### src/rtl/shift_pkg.sv
// ============================================================================
// Module      : shift_pkg
// Description : Shared types and sizing helpers for the PISO serializer.
// Revision    : 1.0 - initial release
// ============================================================================
`default_nettype none

package shift_pkg;

    typedef enum logic [1:0] {
        S_IDLE  = 2'd0,
        S_SHIFT = 2'd1,
        S_GAP   = 2'd2
    } state_t;

    localparam int WORD_CNT_W = 8;
    localparam int GAP_CNT_W  = 4;

    // Bit counter width; never narrower than one bit.
    function automatic int bit_cnt_w(input int width);
        return (width > 2) ? $clog2(width) : 1;
    endfunction

endpackage

`default_nettype wire

### src/rtl/piso_shift_core.sv
// ============================================================================
// Module      : piso_shift_core
// Description : Loadable shift register with selectable output end.
// Revision    : 1.0 - initial release
// ============================================================================
`default_nettype none

module piso_shift_core #(
    parameter int WIDTH     = 4,
    parameter bit MSB_FIRST = 1'b1
) (
    input  logic             clk,
    input  logic             rst,
    input  logic             i_load,
    input  logic             i_shift_en,
    input  logic [WIDTH-1:0] i_din,
    output logic             o_bit
);

    logic [WIDTH-1:0] r_sreg;
    logic [WIDTH-1:0] w_shifted;

    generate
        if (MSB_FIRST) begin : g_msb_first
            assign w_shifted = {r_sreg[WIDTH-2:0], 1'b0};
            assign o_bit     = r_sreg[WIDTH-1];
        end else begin : g_lsb_first
            assign w_shifted = {1'b0, r_sreg[WIDTH-1:1]};
            assign o_bit     = r_sreg[0];
        end
    endgenerate

    // Load wins over shift so a back-to-back word replaces the spent one.
    always_ff @(posedge clk or negedge rst) begin
        if (!rst) begin
            r_sreg <= '0;
        end else if (i_load) begin
            r_sreg <= i_din;
        end else if (i_shift_en) begin
            r_sreg <= w_shifted;
        end
    end

endmodule

`default_nettype wire

### src/rtl/piso_serializer.sv
// ============================================================================
// Module      : piso_serializer
// Description : Valid/ready parallel-in serial-out stage with framing marks.
// Revision    : 1.0 - initial release
// ============================================================================
`default_nettype none

module piso_serializer
    import shift_pkg::*;
#(
    parameter int WIDTH     = 4,
    parameter bit MSB_FIRST = 1'b1,
    parameter int GAP       = 0
) (
    input  logic                  clk,
    input  logic                  rst,
    input  logic [WIDTH-1:0]      din,
    input  logic                  din_valid,
    output logic                  din_ready,
    output logic                  so,
    output logic                  so_valid,
    output logic                  sof,
    output logic                  busy,
    output logic [WORD_CNT_W-1:0] word_cnt
);

    localparam int c_BIT_CNT_W = bit_cnt_w(WIDTH);
    localparam logic [c_BIT_CNT_W-1:0] c_BIT_LAST = c_BIT_CNT_W'(WIDTH - 1);
    localparam logic [GAP_CNT_W-1:0]   c_GAP_LAST = GAP_CNT_W'((GAP > 0) ? GAP - 1 : 0);

    state_t                  r_state;
    state_t                  w_state_nxt;
    logic [c_BIT_CNT_W-1:0]  r_bit_cnt;
    logic [c_BIT_CNT_W-1:0]  w_bit_cnt_nxt;
    logic [GAP_CNT_W-1:0]    r_gap_cnt;
    logic [GAP_CNT_W-1:0]    w_gap_cnt_nxt;
    logic [WORD_CNT_W-1:0]   r_word_cnt;
    logic                    w_ready;
    logic                    w_load;
    logic                    w_shift_en;
    logic                    w_last_bit;
    logic                    w_core_bit;

    piso_shift_core #(
        .WIDTH     (WIDTH),
        .MSB_FIRST (MSB_FIRST)
    ) u_core (
        .clk        (clk),
        .rst        (rst),
        .i_load     (w_load),
        .i_shift_en (w_shift_en),
        .i_din      (din),
        .o_bit      (w_core_bit)
    );

    assign w_last_bit = (r_bit_cnt == c_BIT_LAST);

    always_ff @(posedge clk or negedge rst) begin
        if (!rst) begin
            r_state    <= S_IDLE;
            r_bit_cnt  <= '0;
            r_gap_cnt  <= '0;
            r_word_cnt <= '0;
        end else begin
            r_state   <= w_state_nxt;
            r_bit_cnt <= w_bit_cnt_nxt;
            r_gap_cnt <= w_gap_cnt_nxt;
            if (w_load) begin
                r_word_cnt <= r_word_cnt + 1'b1;
            end
        end
    end

    always_comb begin
        w_state_nxt   = r_state;
        w_bit_cnt_nxt = r_bit_cnt;
        w_gap_cnt_nxt = r_gap_cnt;
        w_ready       = 1'b0;
        w_load        = 1'b0;
        w_shift_en    = 1'b0;
        case (r_state)
            S_IDLE: begin
                w_ready = 1'b1;
                if (din_valid) begin
                    w_load        = 1'b1;
                    w_state_nxt   = S_SHIFT;
                    w_bit_cnt_nxt = '0;
                end
            end
            S_SHIFT: begin
                if (w_last_bit) begin
                    w_bit_cnt_nxt = '0;
                    if (GAP == 0) begin
                        // Ready on the last bit lets a new word follow with no bubble.
                        w_ready = 1'b1;
                        if (din_valid) begin
                            w_load = 1'b1;
                        end else begin
                            w_state_nxt = S_IDLE;
                        end
                    end else begin
                        w_state_nxt   = S_GAP;
                        w_gap_cnt_nxt = '0;
                    end
                end else begin
                    w_shift_en    = 1'b1;
                    w_bit_cnt_nxt = r_bit_cnt + 1'b1;
                end
            end
            S_GAP: begin
                if (r_gap_cnt == c_GAP_LAST) begin
                    w_state_nxt   = S_IDLE;
                    w_gap_cnt_nxt = '0;
                end else begin
                    w_gap_cnt_nxt = r_gap_cnt + 1'b1;
                end
            end
            default: begin
                w_state_nxt = S_IDLE;
            end
        endcase
    end

    // All outputs derive from flops only; din never reaches so directly.
    assign din_ready = w_ready;
    assign so_valid  = (r_state == S_SHIFT);
    assign so        = so_valid & w_core_bit;
    assign sof       = so_valid & (r_bit_cnt == '0);
    assign busy      = (r_state != S_IDLE);
    assign word_cnt  = r_word_cnt;

endmodule

`default_nettype wire

### config.mk
export PLATFORM = sky130hd
export DESIGN_NAME = piso_serializer
export DESIGN_NICKNAME = d
export VERILOG_FILES = /design/src/rtl/shift_pkg.sv /design/src/rtl/piso_shift_core.sv /design/src/rtl/piso_serializer.sv
export SDC_FILE = /design/constraint.sdc
export NUM_CORES = 1
export LEC_CHECK = 0
export CORE_ASPECT_RATIO = 1.25
export CORE_MARGIN = 10
export CORE_UTILIZATION = 41
export CTS_CLUSTER_SIZE = 14
export DETAILED_ROUTE_END_ITERATION = 8
export PLACE_DENSITY = 0.72
export SYNTH_ARGS = -nofsm -noshare
export SYNTH_HDL_FRONTEND = slang
export SYNTH_SLANG_ARGS = --single-unit
### constraint.sdc
create_clock -name clk -period 1.6 [get_ports clk]
set_input_delay 0.32 -clock clk [delete_from_list [all_inputs] [get_ports clk]]
set_output_delay 0.32 -clock clk [all_outputs]
set_load 0.02 [all_outputs]
Word-level counts from Yosys, hierarchy flattened
Cells that the tools add are included.

cells by class
  reduce and logical (&&, ||, !) cells = 8
  $add $sub $neg = 3
  muxes and demuxes = 18
  bitwise operators = 2
  equality and inequality tests = 7

operators by type and width
  operator               count
  $mux W2                6
  $mux W4                3
  $add A8 B1 Y8 const B  1
  $ne A2 B2 Y1 const B   3
  $pmux W2 S3            1
  $reduce_bool A2 Y1     3
  $mux W1                5
  $add A4 B1 Y4 const B  1
  $eq A2 B2 Y1 const B   2
  $logic_not A2 Y1       2
  $logic_not A4 Y1       1
  $pmux W1 S2            2
  $pmux W2 S2            1
  $reduce_and A4 Y1      1
  $add A2 B1 Y2 const B  1
  $and A1 B1 Y1          2
  $eq A2 B1 Y1 const B   1
  $ne A2 B1 Y1 const B   1
  $reduce_and A2 Y1      1

word-level totals
  output and inout bits = 13
  input port bits = 7
  register bits = 20

Logic depth before layout (Yosys ltp)
Gate-level depths: netlist of run 1.

  depth in word-level cells = 5
  gate-level depth with buffers = 5
  mapped depth without buffers = 4

Modules after synthesis
Synthesis of run 1 repeated with hierarchy kept, for this count alone.

second synthesis, totals
  cells, all modules = 60
  area, all modules = 701.9 µm²

modules (own cells, without submodules)
  module           cells an instance  area an instance (µm²)  times used
  piso_serializer  45                 533.0                   1
  piso_shift_core  15                 168.9                   1

Worst setup path before layout of run 1
Ideal clock, no wire load.

  path type = register to register
  from = reg r_bit_cnt[0]
  to = reg u_core.r_sreg[1]
  slack = 69 ps
  library setup time = 125 ps
  stages on the path, launching flop included = 6
  data arrival time = 1406 ps
  data required time = 1475 ps
  cell sequence = dfrtp_1 ha_1 nand2b_1 buf_6 mux2_4 mux2_2

between the ends
  word-level cells in the longest chain between the ends = 4
  elaborated cells on any way between the ends = 7
  classes of those cells = eq/ne: 1; mux: 5; reduce/logical: 1

RTL lines
  element                                               RTL line               source
  from (decl)                                           piso_serializer.sv:33  logic [c_BIT_CNT_W-1:0] r_bit_cnt;
  from (signal assigned)                                piso_serializer.sv:66  r_bit_cnt <= w_bit_cnt_nxt;
  $eq A2 B2 Y1 (*)                                      piso_serializer.sv:56  assign w_last_bit = (r_bit_cnt == c_BIT_LAST);
  $mux W1                                               piso_serializer.sv:91  if (w_last_bit) begin
  $pmux W1 S2 / $mux W1 (equally long branches)         piso_serializer.sv:81  case (r_state)
  $mux W4 / $reduce_bool A2 Y1 (equally long branches)  --
  to (signal assigned)                                  piso_shift_core.sv:38  r_sreg <= i_din;
  to (signal assigned)                                  piso_shift_core.sv:40  r_sreg <= w_shifted;
  to (decl)                                             piso_shift_core.sv:20  logic [WIDTH-1:0] r_sreg;

Every way passes the cells marked *; elsewhere a longest branch is shown, timed or not.
A chain may end at the register's enable or synchronous reset.

Final worst setup path of run 1
  from = reg r_bit_cnt[0]
  to = reg u_core.r_sreg[2]

The elaborated chain is that of the path after synthesis.

==> flow_metrics.env, run 1 <==
export IMPL_synthAdderAreaFrac=0.0661
export IMPL_cts_buffers=3
export IMPL_viasPerCell=5.09
export IMPL_worst_setup_path_type="flop to flop"
export IMPL_period_needed_ns=1.57
export IMPL_setup_viol=0
export IMPL_pin_count=20
export IMPL_cts_tree="yes"
export IMPL_clkSinkCount=15
export IMPL_fillers=155
export IMPL_synth_compound_area_frac=0.0231
export IMPL_synth_top_family_by_area="simple AND/OR/NAND/NOR gates"
export IMPL_wl_per_cell_um=13.7
export IMPL_tns_ns=0
export IMPL_power_total_mw=1.85
export IMPL_layout_nets=100
export IMPL_crit_required_ns=1.78
export IMPL_clk_pin_slew_ns=0.09
export IMPL_cts_root_buf="clkbuf_4"
export IMPL_syn_avg_cell_area_um2=12.4
export IMPL_post_cts_setup_buffers=0
export IMPL_min_period_over_period=0.981
export IMPL_fp_dieW_um=58.4
export IMPL_critPathLaunchType="flop"
export IMPL_crit_path_end_kind="flop"
export IMPL_hpwl_um=1150
export IMPL_synth_simple_gate_area_share=0.154
export IMPL_final_core_util=0.575
export IMPL_synth_ff_type="dfrtp_1"
export IMPL_leakagePower_nw=0.515
export IMPL_syn2layout_area_growth_pct=34.2
export IMPL_vias=545
export IMPL_async_flop_share=1.00
export IMPL_wl_um=1470
export IMPL_ys_seq_area_frac=0.496
export IMPL_crit_arrival_ns=1.75
export IMPL_setup_slack_ns=0.0300
export IMPL_place_ws_ns=-0.0218
export IMPL_insertedDiodeCount=0
export IMPL_grt_overflow=0
export IMPL_max_vdd_ir_drop_mv=0.814
export IMPL_synth_area_leaders="dfrtp_1 50%, xnor2_1 8.1%, mux2_2 7.4%, ha_1 6.6%, mux2_4 6.0%"
export IMPL_die_area_um2=3980
export IMPL_start_util=0.429
export IMPL_syn_instance_count=61
export IMPL_ant_nets=0
export IMPL_worstMarginPinSlew_ns=0.230
export IMPL_worstSkewPairLatency_ns=0.28
export IMPL_synth_mux_area_frac=0.134
export IMPL_synth_most_common_cell="dfrtp_1"
export IMPL_slew_violations=0
export IMPL_drv_cap=0
export IMPL_drt_iter0_markers=19
export IMPL_cts_hold_buffers=0
export IMPL_cts_buffer_depth=2
export IMPL_synth_xor_area_share=0.0810
export IMPL_slew_headroom=0.846
export IMPL_die_y_um=68.0
export IMPL_fin_worst_skew_ns=0.00133
export IMPL_grt_usage=0.0863
export IMPL_netlist_area_um2=757
export IMPL_syn_nets=72
export IMPL_power_density_nw_per_um2=1820
export IMPL_grt_pass1_vias=571
export IMPL_synth_seq_cells=15
export IMPL_synth_top_area_share=0.496
export IMPL_port_buffer_count=19
export IMPL_synth_top_area_cell="dfrtp_1"
export IMPL_finalHoldViolations=0
export IMPL_rows=17
export IMPL_drc_errors=0
export IMPL_status="completed"
export IMPL_cts_max_level=1
export IMPL_yosys_top_cells_count="15 x dfrtp_1, 7 x xnor2_1, 5 x mux2_2"
export IMPL_first_pass_iters=2
export IMPL_rsz0062_at_grt="yes"
export IMPL_ys_warn_count=0
export IMPL_synth_distinct_cells=20
export IMPL_core_area_um2=1770
export IMPL_crit_fanout=5
export IMPL_max_freq_ghz=0.637
export IMPL_drive_gt1_frac=0.261
export IMPL_gp_congestion=0.724
export IMPL_grt_first_pass_wirelength_um=2640
export IMPL_synth_edf_count=0
export IMPL_grt_max_degree=16
export IMPL_hold_class="primary input to asynchronous set/reset pin"
export IMPL_antenna_found_initial=0
[kinds of logic after synthesis]
logic type	after synthesis
buf+inv	6
simple gates	19
xor+xnor	7
flops	15
compound gates	2
fa+ha+maj	4
mux	8
[layer usage]
layer,vias up,track usage,share of wire
met3,5,0.0204,0.065
li1,266,-,-
met1,261,0.0957,0.41
met2,13,0.134,0.48
met5,-,0,0
met4,0,0.0794,0.039
[final cells by class]
cell class              instances  area, µm²  area share
flip-flops and latches         15        375       0.369
clock buffers                   4       26.3      0.0259
inverters                       2       7.51     0.00739
repair buffers                 27        234       0.230
multi-input cells              40        349       0.344
well taps                      19       23.8      0.0234
[stage by stage]
stage	cell area (µm²)	instances	hold slack, ns
2_1_floorplan	757	61	0.0244
3_3_place_gp	1000	103	0.459
3_5_place_dp	1000	103	0.465
4_1_cts	1010	107	0.348
5_1_grt	1020	107	0.357
6_report	1020	107	0.338
[final timing paths]
| check | startpoint | endpoint | slack [ns] | depth (start not counted) |
|---|---|---|---|---|
| worst max-delay path | r_bit_cnt[0] | u_core.r_sreg[2] | 0.03 | 5 |
| worst min register to register | word_cnt[7] | word_cnt[7] | 0.47 | 1 |
| max in group asynchronous | rst | word_cnt[7] | 1.08 | 2 |
| min in group clk | word_cnt[7] | word_cnt[7] | 0.47 | 1 |
| worst min-delay path | rst | u_core.r_sreg[2] | 0.34 | 2 |
| worst max register to register | r_bit_cnt[0] | u_core.r_sreg[2] | 0.03 | 5 |
[placed cells by master, fill, tap and decap left out]
master and count:
dfrtp_1 15, nand2b_1 3, nand3_1 2, mux2_2 5
clkbuf_4 3, and3_1 2, mux2_4 3, dlygate4sd2_1 10
clkbuf_1 1, dlymetal6s2s_1 1, nand4_1 4, buf_2 2
and2_1 4, a31o_2 1, buf_6 1, inv_1 2
clkdlybuf4s50_1 6, buf_4 7, xnor2_1 7, ha_1 4
and4_1 2, nand2_2 1, nor2_1 1, a22o_1 1
[power by group]
group          switching, mW  leakage [nW]  internal, mW  total [mW]
Clock                  0.120        0.0150        0.0969       0.217
Sequential             0.127         0.189         0.520       0.647
Combinational          0.463         0.311         0.519       0.981
Total                  0.710         0.515          1.14        1.85
[state kept, by name, indices dropped and copies added, names as in the netlist]
register and flops:
r_state 1, r_bit_cnt 2, u_core.r_sreg 4, word_cnt 8
[critical path, stage by stage, from the launching register on]
cell and delay [ns]:
dfrtp_1 0.41, ha_1 0.19, nand2b_1 0.17, buf_6 0.15, mux2_4 0.28, mux2_2 0.26
[timing repair]
| item | in CTS | in global routing |
|---|---|---|
| resized for setup | 18 | 3 |
| endpoints found under the hold margin | 0 | 0 |
| endpoints found under the setup margin | 12 | 5 |
No activity file was read; power rests on OpenSTA's default activity.
==> inputs of run 2 (changes only) <==
Settings changed: CAP_MARGIN set to 25, SKIP_LAST_GASP set to 1.
==> run 2 against run 1 <==
Worst setup slack worse by 0.0032 ns. Non-clock buffer count stayed put. Flip-flop and latch count stayed put. Cell area stayed put. Critical path type unchanged. Routed wire length stayed put. Combinational power hardly changed. Fmax is 0.20% lower. Clock skew stayed put. Clock power hardly changed. Largest power group unchanged. First-iteration DRC count stayed put.
==> flow_metrics.env, run 2 (same netlist as run 1, synthesis figures left out) <==
export IMPL_path_delay_family="multiplexers"
export IMPL_worstSkewPairLatency_ns=0.28
export IMPL_worstMarginPinSlew_ns=0.230
export IMPL_cts_buffers=3
export IMPL_rows=17
export IMPL_cp_num_buf_inv=1
export IMPL_reg2reg_slack_ns=0.03
export IMPL_fp_dieW_um=58.4
export IMPL_antenna_found_initial=0
export IMPL_place_area_um2=1000
export IMPL_r2r_end="u_core.r_sreg[2]"
export IMPL_r2r_cells=5
export IMPL_grt_overflow=0
export IMPL_fin_worst_skew_ns=0.00133
export IMPL_die_y_um=68.0
export IMPL_grt_first_pass_wirelength_um=2650
export IMPL_pin_count=20
export IMPL_final_cell_mix="15 x dfrtp_1, 10 x dlygate4sd2_1, 7 x xnor2_1, 7 x buf_4, 6 x clkdlybuf4s50_1"
export IMPL_max_freq_ghz=0.636
export IMPL_crit_fanout=5
export IMPL_largest_register_ffs=8
export IMPL_drc_errors=0
export IMPL_hold_class="primary input to asynchronous set/reset pin"
export IMPL_max_vdd_ir_drop_mv=0.815
export IMPL_cp_slowest_cell="dfrtp_1"
export IMPL_finalHoldViolations=0
export IMPL_mostFrequentLayoutCell="dfrtp_1"
export IMPL_gp_congestion=0.724
export IMPL_slew_headroom=0.846
export IMPL_critPathLaunchType="flop"
export IMPL_layout_nets=100
export IMPL_syn2layout_area_growth_pct=34.2
export IMPL_tns_ns=0
export IMPL_clk_pin_slew_ns=0.09
export IMPL_grt_max_degree=16
export IMPL_port_buffer_count=19
export IMPL_status="completed"
export IMPL_period_needed_ns=1.57
export IMPL_insertedDiodeCount=0
export IMPL_ant_nets=0
export IMPL_rsz0062_at_grt="yes"
export IMPL_grt_usage=0.0867
export IMPL_wl_per_cell_um=13.7
export IMPL_cts_tree="yes"
export IMPL_cts_root_buf="clkbuf_4"
export IMPL_start_util=0.429
export IMPL_viasPerCell=5.09
export IMPL_setup_viol=0
export IMPL_slew_violations=0
export IMPL_crit_arrival_ns=1.75
export IMPL_max_stage_delay_ns=0.41
export IMPL_worst_setup_path_type="flop to flop"
export IMPL_core_area_um2=1770
export IMPL_leakagePower_nw=0.515
export IMPL_hpwl_um=1150
export IMPL_power_density_nw_per_um2=1820
export IMPL_drive_gt1_frac=0.261
export IMPL_crit_required_ns=1.78
export IMPL_crit_path_end_kind="flop"
export IMPL_design_area_um2=1020
export IMPL_drt_iter0_markers=19
export IMPL_drv_cap=0
export IMPL_cts_max_level=1
export IMPL_wl_um=1470
export IMPL_cts_buffer_depth=2
export IMPL_first_pass_iters=2
export IMPL_grt_pass1_vias=576
export IMPL_min_period_over_period=0.983
export IMPL_vias=545
export IMPL_clkSinkCount=15
export IMPL_r2r_start="r_bit_cnt[0]"
export IMPL_fillers=155
export IMPL_die_area_um2=3980
export IMPL_path_cells="ha_1 > nand2b_1 > buf_6 > mux2_4 > mux2_2"
export IMPL_post_cts_setup_buffers=0
[run 2: final cells by class]
class | instances | area [µm²] | share of cell area
clock buffers | 4 | 26.3 | 0.0259
inverters | 2 | 7.51 | 0.00739
multi-input cells | 40 | 349 | 0.344
flip-flops and latches | 15 | 375 | 0.369
well taps | 19 | 23.8 | 0.0234
repair buffers | 27 | 234 | 0.230
[run 2: routing by layer]
layer  wire, µm  global-route usage  vias up
li1           -                   -      266
met1        604              0.0967      261
met2        712               0.134       13
met3         96              0.0204        5
met4         58              0.0794        0
met5          0                   0        -
[run 2: how the worst max path moves through the flow]
stage,from,end,cells after the start
3_3_place_gp,r_bit_cnt[0],sof,4
5_1_grt,r_bit_cnt[0],u_core.r_sreg[2],5
3_5_place_dp,r_bit_cnt[0],din_ready,3
2_1_floorplan,r_bit_cnt[0],u_core.r_sreg[1],5
4_1_cts,r_bit_cnt[0],din_ready,3
6_report,r_bit_cnt[0],u_core.r_sreg[2],5
[run 2: repair_timing]
action / in CTS / in global routing
hold buffers: 0 / 0
endpoints found under the hold margin: 0 / 0
endpoints found under the setup margin: 12 / 6
resized for setup: 15 / 5
[run 2: power by group]
part	switching, mW	internal [mW]	total [mW]
registers	0.127	0.520	0.647
clock network	0.120	0.0969	0.217
logic	0.463	0.518	0.982
total	0.710	1.14	1.85
[run 2: metrics by stage]
step                instances  utilization  hold WS [ns]  setup WS, ns  power (mW)
finish                    107        0.575         0.338        0.0269        1.85
global route              107        0.575         0.357       -0.0258        2.01
CTS                       107        0.573         0.348        -0.116        1.86
detailed placement        103        0.568         0.465       -0.0218        1.74
global placement          103        0.568         0.459        0.0101        1.71
floorplan                  61            -        0.0244        0.0689        1.30
==> inputs of run 3 (changes only) <==
Settings changed: ABC_AREA set to 1, CORE_UTILIZATION 41 to 43, PLACE_DENSITY 0.72 to 0.74.
==> run 3 against run 2 <==
Combinational power up 10%. Count of clock-buffer cells in the layout down 1. Sequential power up 7.4%. Worst setup slack better by 0.020 ns. Utilization up 1.7 points. Power up 7.9%. Sequential share of layout area down 1.4 points. Area after synthesis up 8.4%. Via count up 23%. Largest cell class unchanged.
==> flow_metrics.env, run 3 <==
export IMPL_design_area_um2=1060
export IMPL_layout_nets=136
export IMPL_synth_ff_type="dfrtp_1"
export IMPL_layout_cells_non_filler=143
export IMPL_ant_nets=0
export IMPL_ys_seq_area_frac=0.457
export IMPL_syn2layout_area_growth_pct=29.0
export IMPL_pin_count=20
export IMPL_rsz0062_at_grt="yes"
export IMPL_place_area_um2=1050
export IMPL_rows=17
export IMPL_async_flop_share=1.00
export IMPL_period_needed_ns=1.55
export IMPL_crit_required_ns=1.28
export IMPL_drc_errors=0
export IMPL_syn_avg_cell_area_um2=8.38
export IMPL_insertedDiodeCount=0
export IMPL_cts_buffer_depth=2
export IMPL_largest_register_ffs=8
export IMPL_synth_most_common_cell="nand2_1"
export IMPL_gp_congestion=0.732
export IMPL_drive_gt1_frac=0.169
export IMPL_power_total_mw=1.99
export IMPL_fin_worst_skew_ns=0.0103
export IMPL_clk_pin_slew_ns=0.10
export IMPL_crit_fanout=4
export IMPL_power_density_nw_per_um2=1880
export IMPL_grt_first_pass_wirelength_um=2930
export IMPL_status="completed"
export IMPL_tns_ns=0
export IMPL_crit_path_end_kind="output port"
export IMPL_die_area_um2=4070
export IMPL_grt_max_degree=18
export IMPL_grt_pass1_vias=706
export IMPL_synth_top_area_share=0.457
export IMPL_final_core_util=0.592
export IMPL_hpwl_um=1360
export IMPL_cts_hold_buffers=0
export IMPL_fp_dieW_um=59.1
export IMPL_worstMarginPinSlew_ns=0.321
export IMPL_synth_seq_cells=15
export IMPL_dpl_cell_count=139
export IMPL_viasPerCell=4.70
export IMPL_hold_slack_ns=0.344
export IMPL_clkSinkCount=15
export IMPL_slew_violations=0
export IMPL_synth_top_area_cell="dfrtp_1"
export IMPL_grt_usage=0.0907
export IMPL_cts_tree="yes"
export IMPL_synth_distinct_cells=22
export IMPL_setup_viol=0
export IMPL_start_util=0.459
export IMPL_critPathLaunchType="flop"
export IMPL_min_period_over_period=0.971
export IMPL_drv_cap=0
export IMPL_worst_setup_path_type="flop to output port"
export IMPL_core_area_um2=1790
export IMPL_wl_um=1710
export IMPL_max_freq_ghz=0.644
export IMPL_leakagePower_nw=0.588
export IMPL_syn_instance_count=98
export IMPL_synth_area_leaders="dfrtp_1 46%, nand2_1 14%, inv_1 8.2%, ha_1 6.1%, nand3_1 4.3%"
export IMPL_die_y_um=68.8
export IMPL_grt_overflow=0
export IMPL_first_pass_iters=4
export IMPL_yosys_top_cells_count="30 x nand2_1, 18 x inv_1, 15 x dfrtp_1, 7 x nand3_1"
export IMPL_crit_arrival_ns=1.23
export IMPL_slew_headroom=0.785
export IMPL_wl_per_cell_um=12.0
export IMPL_netlist_area_um2=821
export IMPL_drt_iter0_markers=9
export IMPL_vias=672
export IMPL_synth_edf_count=0
export IMPL_cts_root_buf="clkbuf_4"
export IMPL_cts_max_level=1
export IMPL_syn_nets=109
export IMPL_setup_slack_ns=0.0464
export IMPL_place_ws_ns=-0.0426
export IMPL_final_cell_mix="30 x nand2_1, 18 x inv_1, 14 x dfrtp_1, 11 x dlygate4sd2_1, 7 x nand3_1"
export IMPL_worstSkewPairLatency_ns=0.28
export IMPL_hold_class="primary input to asynchronous set/reset pin"
export IMPL_cts_buffers=3
export IMPL_port_buffer_count=19
export IMPL_mostFrequentLayoutCell="nand2_1"
export IMPL_max_vdd_ir_drop_mv=0.900
export IMPL_antenna_found_initial=0
export IMPL_ys_warn_count=0
export IMPL_finalHoldViolations=0
[run 3: cell types whose count changed in the layout (fill, tap and decap cells not counted), sizes merged, moves of 3 or more]
cell	delta
nand2	+32
inv	+17
mux2	-8
nand3	+6
nor2	+5
xnor2	-5
and2	-4
buf	-3
nand2b	-3
[run 3: final cells by class]
type,instances,area (µm²)
fill,174,728
clock inverter,1,5.00
multi-input combinational,62,355
inverter,19,71.3
timing repair buffer,24,204
sequential,15,377
tap,19,23.8
clock buffer,3,22.5
[run 3: per-layer routing]
metal / up-vias / GRT usage / wire, µm
met5: - / 0 / 0
met4: 0 / 0.0517 / 16
met3: 2 / 0.0311 / 125
met2: 16 / 0.153 / 813
met1: 306 / 0.0972 / 754
li1: 348 / - / -
[run 3: worst max-delay path, stage by stage (launching register included)]
cell and delay, ns:
dfrtp_1 0.41, ha_1 0.24, nor2_4 0.11, inv_1 0.05, clkbuf_2 0.15
[run 3: repair_timing]
item	in CTS	in global routing
buffers inserted	0	0
setup endpoints to repair	13	2
cloned	0	0
resized for setup	16	3
[run 3: where the power goes]
part           internal (mW)  switching, mW  total, mW
Combinational          0.442          0.637       1.08
Sequential             0.546          0.150      0.695
Clock                 0.0926          0.123      0.216
Total                   1.08          0.910       1.99
[run 3: cell families after synthesis]
group | after synthesis | share of synthesized area
AND/OR/NAND/NOR | 51 | 0.297
XOR/XNOR | 4 | 0.0518
buffers and inverters | 21 | 0.110
AO/OA/AOI/OAI | 3 | 0.0229
adder cells (fa/ha/maj) | 4 | 0.0610
flip-flops | 15 | 0.457
[run 3: final timing paths]
path,from,end,slack [ns],cells after the start
worst min register to register,u_core.r_sreg[0],u_core.r_sreg[0],0.49,2
min in group clk,u_core.r_sreg[0],u_core.r_sreg[0],0.49,2
worst min-delay path,rst,r_bit_cnt[1],0.34,2
worst max-delay path,r_bit_cnt[0],din_ready,0.05,4
max in group asynchronous,rst,r_state[0],1.07,2
worst max register to register,r_bit_cnt[0],u_core.r_sreg[1],0.18,8
